File: src/rtl/alu_seq.sv
// Registered WIDTH-generic ALU with valid/ready handshakes, a multi-cycle
// shift-add multiplier (MUL/MULH) and an internal accumulator (ACC).
`timescale 1ns/1ps

module alu_seq #(
    parameter int WIDTH = 8
) (
    input  logic             clk,
    input  logic             rst_n,
    input  logic             in_valid,
    output logic             in_ready,
    input  logic [3:0]       instruction,
    input  logic [WIDTH-1:0] A,
    input  logic [WIDTH-1:0] B,
    output logic             out_valid,
    input  logic             out_ready,
    output logic [WIDTH-1:0] F,
    output logic             zero,
    output logic             carry,
    output logic             overflow,
    output logic             negative
);

    localparam int SHW = $clog2(WIDTH);

    typedef enum logic [3:0] {
        OP_ADD  = 4'd0,  OP_SUB  = 4'd1,  OP_AND  = 4'd2,  OP_OR   = 4'd3,
        OP_XOR  = 4'd4,  OP_NOT  = 4'd5,  OP_SLL  = 4'd6,  OP_SRL  = 4'd7,
        OP_SRA  = 4'd8,  OP_ROL  = 4'd9,  OP_SLT  = 4'd10, OP_SLTU = 4'd11,
        OP_MUL  = 4'd12, OP_MULH = 4'd13, OP_PASS = 4'd14, OP_ACC  = 4'd15
    } op_e;

    typedef enum logic {
        S_IDLE,
        S_BUSY
    } state_e;

    op_e op;
    assign op = op_e'(instruction);

    state_e               state_q, state_d;
    logic [WIDTH-1:0]     f_q, f_d;
    logic                 zero_q, zero_d;
    logic                 carry_q, carry_d;
    logic                 ovf_q, ovf_d;
    logic                 neg_q, neg_d;
    logic                 out_valid_q, out_valid_d;
    logic [WIDTH-1:0]     acc_q, acc_d;
    logic [2*WIDTH-1:0]   mcand_q, mcand_d;
    logic [WIDTH-1:0]     mplier_q, mplier_d;
    logic [2*WIDTH-1:0]   prod_q, prod_d;
    logic [SHW-1:0]       cnt_q, cnt_d;
    logic                 mulh_q, mulh_d;

    logic [SHW-1:0]       shamt;
    logic [SHW:0]         rol_rsh;
    logic [WIDTH:0]       sum_ext;
    logic [WIDTH:0]       diff_ext;
    logic [WIDTH:0]       acc_ext;
    logic [2*WIDTH-1:0]   prod_step;

    assign shamt     = B[SHW-1:0];
    assign rol_rsh   = (SHW+1)'(WIDTH) - {1'b0, shamt};
    assign sum_ext   = {1'b0, A} + {1'b0, B};
    assign diff_ext  = {1'b0, A} - {1'b0, B};
    assign acc_ext   = {1'b0, acc_q} + {1'b0, A};
    assign prod_step = prod_q + (mplier_q[0] ? mcand_q : '0);

    assign in_ready  = (state_q == S_IDLE) && (!out_valid_q || out_ready);
    assign out_valid = out_valid_q;
    assign F         = f_q;
    assign zero      = zero_q;
    assign carry     = carry_q;
    assign overflow  = ovf_q;
    assign negative  = neg_q;

    // Single-cycle result for every opcode except MUL/MULH.
    logic [WIDTH-1:0] alu_f;
    logic             alu_c;
    logic             alu_v;

    always_comb begin
        // NOTE: every always_comb output gets a default first so no path can infer a latch.
        alu_f = '0;
        alu_c = 1'b0;
        alu_v = 1'b0;
        case (op)
            OP_ADD: begin
                alu_f = sum_ext[WIDTH-1:0];
                alu_c = sum_ext[WIDTH];
                alu_v = (A[WIDTH-1] == B[WIDTH-1]) && (sum_ext[WIDTH-1] != A[WIDTH-1]);
            end
            OP_SUB: begin
                alu_f = diff_ext[WIDTH-1:0];
                alu_c = ~diff_ext[WIDTH];
                alu_v = (A[WIDTH-1] != B[WIDTH-1]) && (diff_ext[WIDTH-1] != A[WIDTH-1]);
            end
            OP_AND:  alu_f = A & B;
            OP_OR:   alu_f = A | B;
            OP_XOR:  alu_f = A ^ B;
            OP_NOT:  alu_f = ~A;
            OP_SLL:  alu_f = A << shamt;
            OP_SRL:  alu_f = A >> shamt;
            OP_SRA:  alu_f = $signed(A) >>> shamt;
            OP_ROL:  alu_f = (A << shamt) | (A >> rol_rsh);
            OP_SLT:  alu_f = {{(WIDTH-1){1'b0}}, ($signed(A) < $signed(B))};
            OP_SLTU: alu_f = {{(WIDTH-1){1'b0}}, (A < B)};
            OP_PASS: alu_f = B;
            OP_ACC: begin
                alu_f = acc_ext[WIDTH-1:0];
                alu_c = acc_ext[WIDTH];
                alu_v = (acc_q[WIDTH-1] == A[WIDTH-1]) && (acc_ext[WIDTH-1] != A[WIDTH-1]);
            end
            default: alu_f = '0;
        endcase
    end

    logic             load_res;
    logic [WIDTH-1:0] res;
    logic             res_c;
    logic             res_v;

    always_comb begin
        state_d     = state_q;
        f_d         = f_q;
        zero_d      = zero_q;
        carry_d     = carry_q;
        ovf_d       = ovf_q;
        neg_d       = neg_q;
        out_valid_d = out_valid_q && !out_ready;
        acc_d       = acc_q;
        mcand_d     = mcand_q;
        mplier_d    = mplier_q;
        prod_d      = prod_q;
        cnt_d       = cnt_q;
        mulh_d      = mulh_q;
        load_res    = 1'b0;
        res         = '0;
        res_c       = 1'b0;
        res_v       = 1'b0;

        case (state_q)
            S_IDLE: begin
                if (in_valid && in_ready) begin
                    if (op == OP_MUL || op == OP_MULH) begin
                        mcand_d     = {{WIDTH{1'b0}}, A};
                        mplier_d    = B;
                        prod_d      = '0;
                        cnt_d       = SHW'(WIDTH - 1);
                        mulh_d      = (op == OP_MULH);
                        out_valid_d = 1'b0;
                        state_d     = S_BUSY;
                    end else begin
                        load_res = 1'b1;
                        res      = alu_f;
                        res_c    = alu_c;
                        res_v    = alu_v;
                        if (op == OP_ACC) begin
                            acc_d = alu_f;
                        end
                    end
                end
            end
            S_BUSY: begin
                // One multiplier bit per edge, LSB first; the last step finishes the product.
                prod_d   = prod_step;
                mcand_d  = mcand_q << 1;
                mplier_d = mplier_q >> 1;
                cnt_d    = cnt_q - SHW'(1);
                if (cnt_q == '0) begin
                    load_res = 1'b1;
                    res      = mulh_q ? prod_step[2*WIDTH-1:WIDTH] : prod_step[WIDTH-1:0];
                    state_d  = S_IDLE;
                end
            end
            default: state_d = S_IDLE;
        endcase

        if (load_res) begin
            f_d         = res;
            carry_d     = res_c;
            ovf_d       = res_v;
            zero_d      = (res == '0);
            neg_d       = res[WIDTH-1];
            out_valid_d = 1'b1;
        end
    end

    always_ff @(posedge clk or negedge rst_n) begin
        if (!rst_n) begin
            state_q     <= S_IDLE;
            f_q         <= '0;
            zero_q      <= 1'b0;
            carry_q     <= 1'b0;
            ovf_q       <= 1'b0;
            neg_q       <= 1'b0;
            out_valid_q <= 1'b0;
            acc_q       <= '0;
            mcand_q     <= '0;
            mplier_q    <= '0;
            prod_q      <= '0;
            cnt_q       <= '0;
            mulh_q      <= 1'b0;
        end else begin
            // NOTE: non-blocking assignments so every flop samples pre-edge values.
            state_q     <= state_d;
            f_q         <= f_d;
            zero_q      <= zero_d;
            carry_q     <= carry_d;
            ovf_q       <= ovf_d;
            neg_q       <= neg_d;
            out_valid_q <= out_valid_d;
            acc_q       <= acc_d;
            mcand_q     <= mcand_d;
            mplier_q    <= mplier_d;
            prod_q      <= prod_d;
            cnt_q       <= cnt_d;
            mulh_q      <= mulh_d;
        end
    end

endmodule

File: config.mk
export PLATFORM = sky130hd
export DESIGN_NAME = alu_seq
export DESIGN_NICKNAME = d
export VERILOG_FILES = /design/src/rtl/alu_seq.sv
export SDC_FILE = /design/constraint.sdc
export NUM_CORES = 1
export LEC_CHECK = 0
export BUFFER_PORTS_ARGS = -buffer_cell sky130_fd_sc_hd__buf_2
export CELL_PAD_IN_SITES_DETAIL_PLACEMENT = 2
export CELL_PAD_IN_SITES_GLOBAL_PLACEMENT = 2
export CORE_ASPECT_RATIO = 0.9
export CORE_MARGIN = 4
export CORE_UTILIZATION = 38
export DETAILED_ROUTE_END_ITERATION = 6
export PLACE_DENSITY_LB_ADDON = 0.05
export SETUP_SLACK_MARGIN = 0.05
export SYNTH_ARGS = -nofsm -noshare
export SYNTH_HDL_FRONTEND = slang
export SYNTH_SLANG_ARGS = --single-unit
File: constraint.sdc
create_clock -name clk -period 4.3 [get_ports clk]
set_clock_uncertainty 0.2 [all_clocks]
set_input_delay 0.43 -clock clk [delete_from_list [all_inputs] [get_ports clk]]
set_output_delay 0.43 -clock clk [all_outputs]
set_load 0.05 [all_outputs]
==> metrics.txt <==
status=complete, no violations; kind of start point of the critical path=register; clk slew on worst S/H paths=0.06 ns; drt wl/cell=24.9 um; vias in the first global route=7,277; first-pass GRT wire length=42.8 mm; H-tree depth=3; Crit Reg-Reg Startpoint=mplier_q[0]; drt initial violations=422; setup violators final=0; EDFF count, synth=0; Avg Cell Area, Syn=7.94 um2; Die ar.=19,700 um2; Post-DRT Antenna Nets=0; Crit path buffers/inverters=1; Num CTS Buffers=9; delay-heaviest family, CP=simple AND/OR/NAND/NOR gates; period utilization=0.941; final non-filler cell total=1,095; floorplan row count=45; flops & latches, synth=65; MaxCap Viol Count=0; Cell Area, Synth=6640 um2; drc violations=0; static leakage=0.00336 uW; crit-path max FO=17; WP depth=13; min Tclk post-route=4.05 ns; Async SR Flop Fraction=1.00; Syn Inst Count=836; grt ovf=0; I/O pin cnt=38; Setup crit end kind=register; Starting Density=0.390; antenna violations before repair=0; commonest non-fill, non-tap cell in the layout=nand2_1; slew at the pin closest to its max-slew limit=1.15 ns; relative slew slack=0.225; share of cells above drive strength 1=0.129; placed cell count=1,078; Worst-Skew Late Latency=0.34 ns; post-detail-place hpwl=20.2 mm; pin count of the biggest net entering global routing=75; critical path class=register to register; clk root buf=clkbuf_16; Die H=133 um; Seq/Total Area, Yosys=0.245; Buffers on Ports=37; r2r endpoint=zero; Synth cell types=78; routed wire length=27.3 mm; commonest cells after routing, fill and taps aside=115 x nand2_1, 91 x o21ai_0, 63 x dfrtp_1; CTS tree=done; all-layer global routing usage=0.277; Yosys warning count=0; worst path arrival time=4.08 ns; drt first pass iters=5; reg2reg path depth=13; vias per cell=6.21; CTS Buffer Depth=2; total chip power=3550 uW; CP required=4.33 ns; Final nets=937; FILL cells=1,989; Synth Net Count=918; die width=147 um; crit-path cells=and2_1 > ha_1 > fa_1 > a211oi_2 > o21ai_1 > and3_1 > nor4_1 > xnor2_1 > a222oi_1 > buf_4 > nor3b_2 > nand4_1 > o31ai_2; TNS Setup=0 ns; Max Fclk=0.247 GHz; Worst VDD drop=0.524 mV; CTS hold repair buffers=0; Ant. Diodes=0; Slowest Stage Delay on Critical Path=0.51 ns; endpoints failing hold=0; Core Area=17,000 um2; Layout area overhead=11.6%; Synth Flop Type=dfrtp_1; max-slew violations=0; via count=6,797; RSZ-0062 raised after global routing=false; r2r setup slk=0.25 ns; slowest cell on the critical path=dfrtp_2; CTS Sinks=65; worst min-delay path class=input pin to asynchronous set/reset pin; P per Cell Area=479 nW/um2; GPL Wtd Cong=0.968
-- cell type report --
cell class	count	area, um2	share of cell area
repair buffers	63	380	0.0513
clock inverters	4	50.0	0.00676
multi-input cells	680	4650	0.628
flip-flops and latches	65	1630	0.220
well taps	235	294	0.0397
inverters	36	135	0.0182
clock buffers	12	267	0.0360
-- sequential cells by signal, indices dropped and copies added (netlist names) --
signal and flops:
mcand_q 16, prod_q 16, F 8, acc_q 8, mplier_q 8, cnt_q 3, carry 1, mulh_q 1
out_valid 1, overflow 1, state_q 1, zero 1
-- layer usage --
layer  share of wire  vias up  global-route usage  routed length, um
li1                -     3060                   -                  -
met1            0.47     3489               0.393              12700
met2            0.45      200               0.436              12300
met3           0.065       48              0.0571               1770
met4           0.019        0              0.0621                527
met5               0        -                   0                  0
-- per-stage QoR --
step / utilization / worst slack, ns / hold WS, ns / instance area [um2]
6_report: 0.436 / 0.254 / 0.0366 / 7410
5_1_grt: 0.436 / 0.0698 / 0.110 / 7410
4_1_cts: 0.435 / 0.0636 / 0.0598 / 7390
3_5_place_dp: 0.416 / 0.286 / 0.265 / 7080
3_3_place_gp: 0.416 / 0.466 / 0.256 / 7080
2_1_floorplan: - / 0.784 / -0.0656 / 6640
-- synth_stat cells (4+ instances only) --
master,count,area [um2]
buf_2,13,65.1
clkbuf_1,38,143
a31oi_1,4,25.0
nand2_1,115,432
dfrtp_1,65,1630
a22oi_1,5,37.5
and2_1,19,119
mux2_2,13,146
nor2_1,56,210
nand3_1,15,75.1
mux2i_1,26,260
xnor2_1,14,123
o22ai_1,11,68.8
o211ai_1,10,75.1
and3_1,8,50.1
nor3_1,18,90.1
nor2b_1,17,106
o211a_1,4,40.0
o311ai_0,4,35.0
nor4_1,4,25.0
a211oi_1,9,67.6
nand3b_1,7,52.6
o21a_1,5,37.5
o21bai_1,4,30.0
o21ai_0,91,455
inv_1,35,131
fa_1,4,80.1
o22a_1,4,35.0
mux4_2,5,113
a32oi_1,9,78.8
a21o_1,8,60.1
o31ai_1,5,37.5
a21oi_1,46,230
nand2b_1,15,93.8
xor2_1,5,43.8
ha_1,54,676
-- cell families (layout without fill, tap and decap cells) --
logic type | count (synthesis) | in the layout | synth area share
muxes | 47 | 47 | 0.0901
AOI/OAI and AO/OA | 256 | 256 | 0.249
xor gates and xnor gates | 19 | 19 | 0.0251
DFF | 65 | 65 | 0.245
buffers and inverters | 91 | 115 | 0.0556
and+or+nand+nor | 300 | 300 | 0.221
adders and majority gates | 58 | 58 | 0.114
-- power by group --
group | switching, uW | leakage [uW] | internal [uW]
registers | 211 | 0.000850 | 846
clock network | 288 | 0.000151 | 495
logic | 1150 | 0.00236 | 565
total | 1640 | 0.00336 | 1910
-- worst max-delay path by stage --
stage                start  endpoint  slack [ns]
6_report       mplier_q[0]      zero        0.25
5_1_grt        mplier_q[0]      zero        0.07
4_1_cts        mplier_q[0]      zero        0.06
3_5_place_dp   mplier_q[0]      zero        0.29
3_3_place_gp          A[1]      F[7]        0.47
2_1_floorplan         B[2]      F[7]        0.78
-- what timing repair did --
item | in CTS | in global routing
endpoints found under the setup margin | 1 | 1
pin swaps | 1 | 1
gates resized for setup | 0 | 2
endpoints found under the hold margin | 0 | 0
buffers inserted | 0 | 1
(Power assumes the default switching activity.)
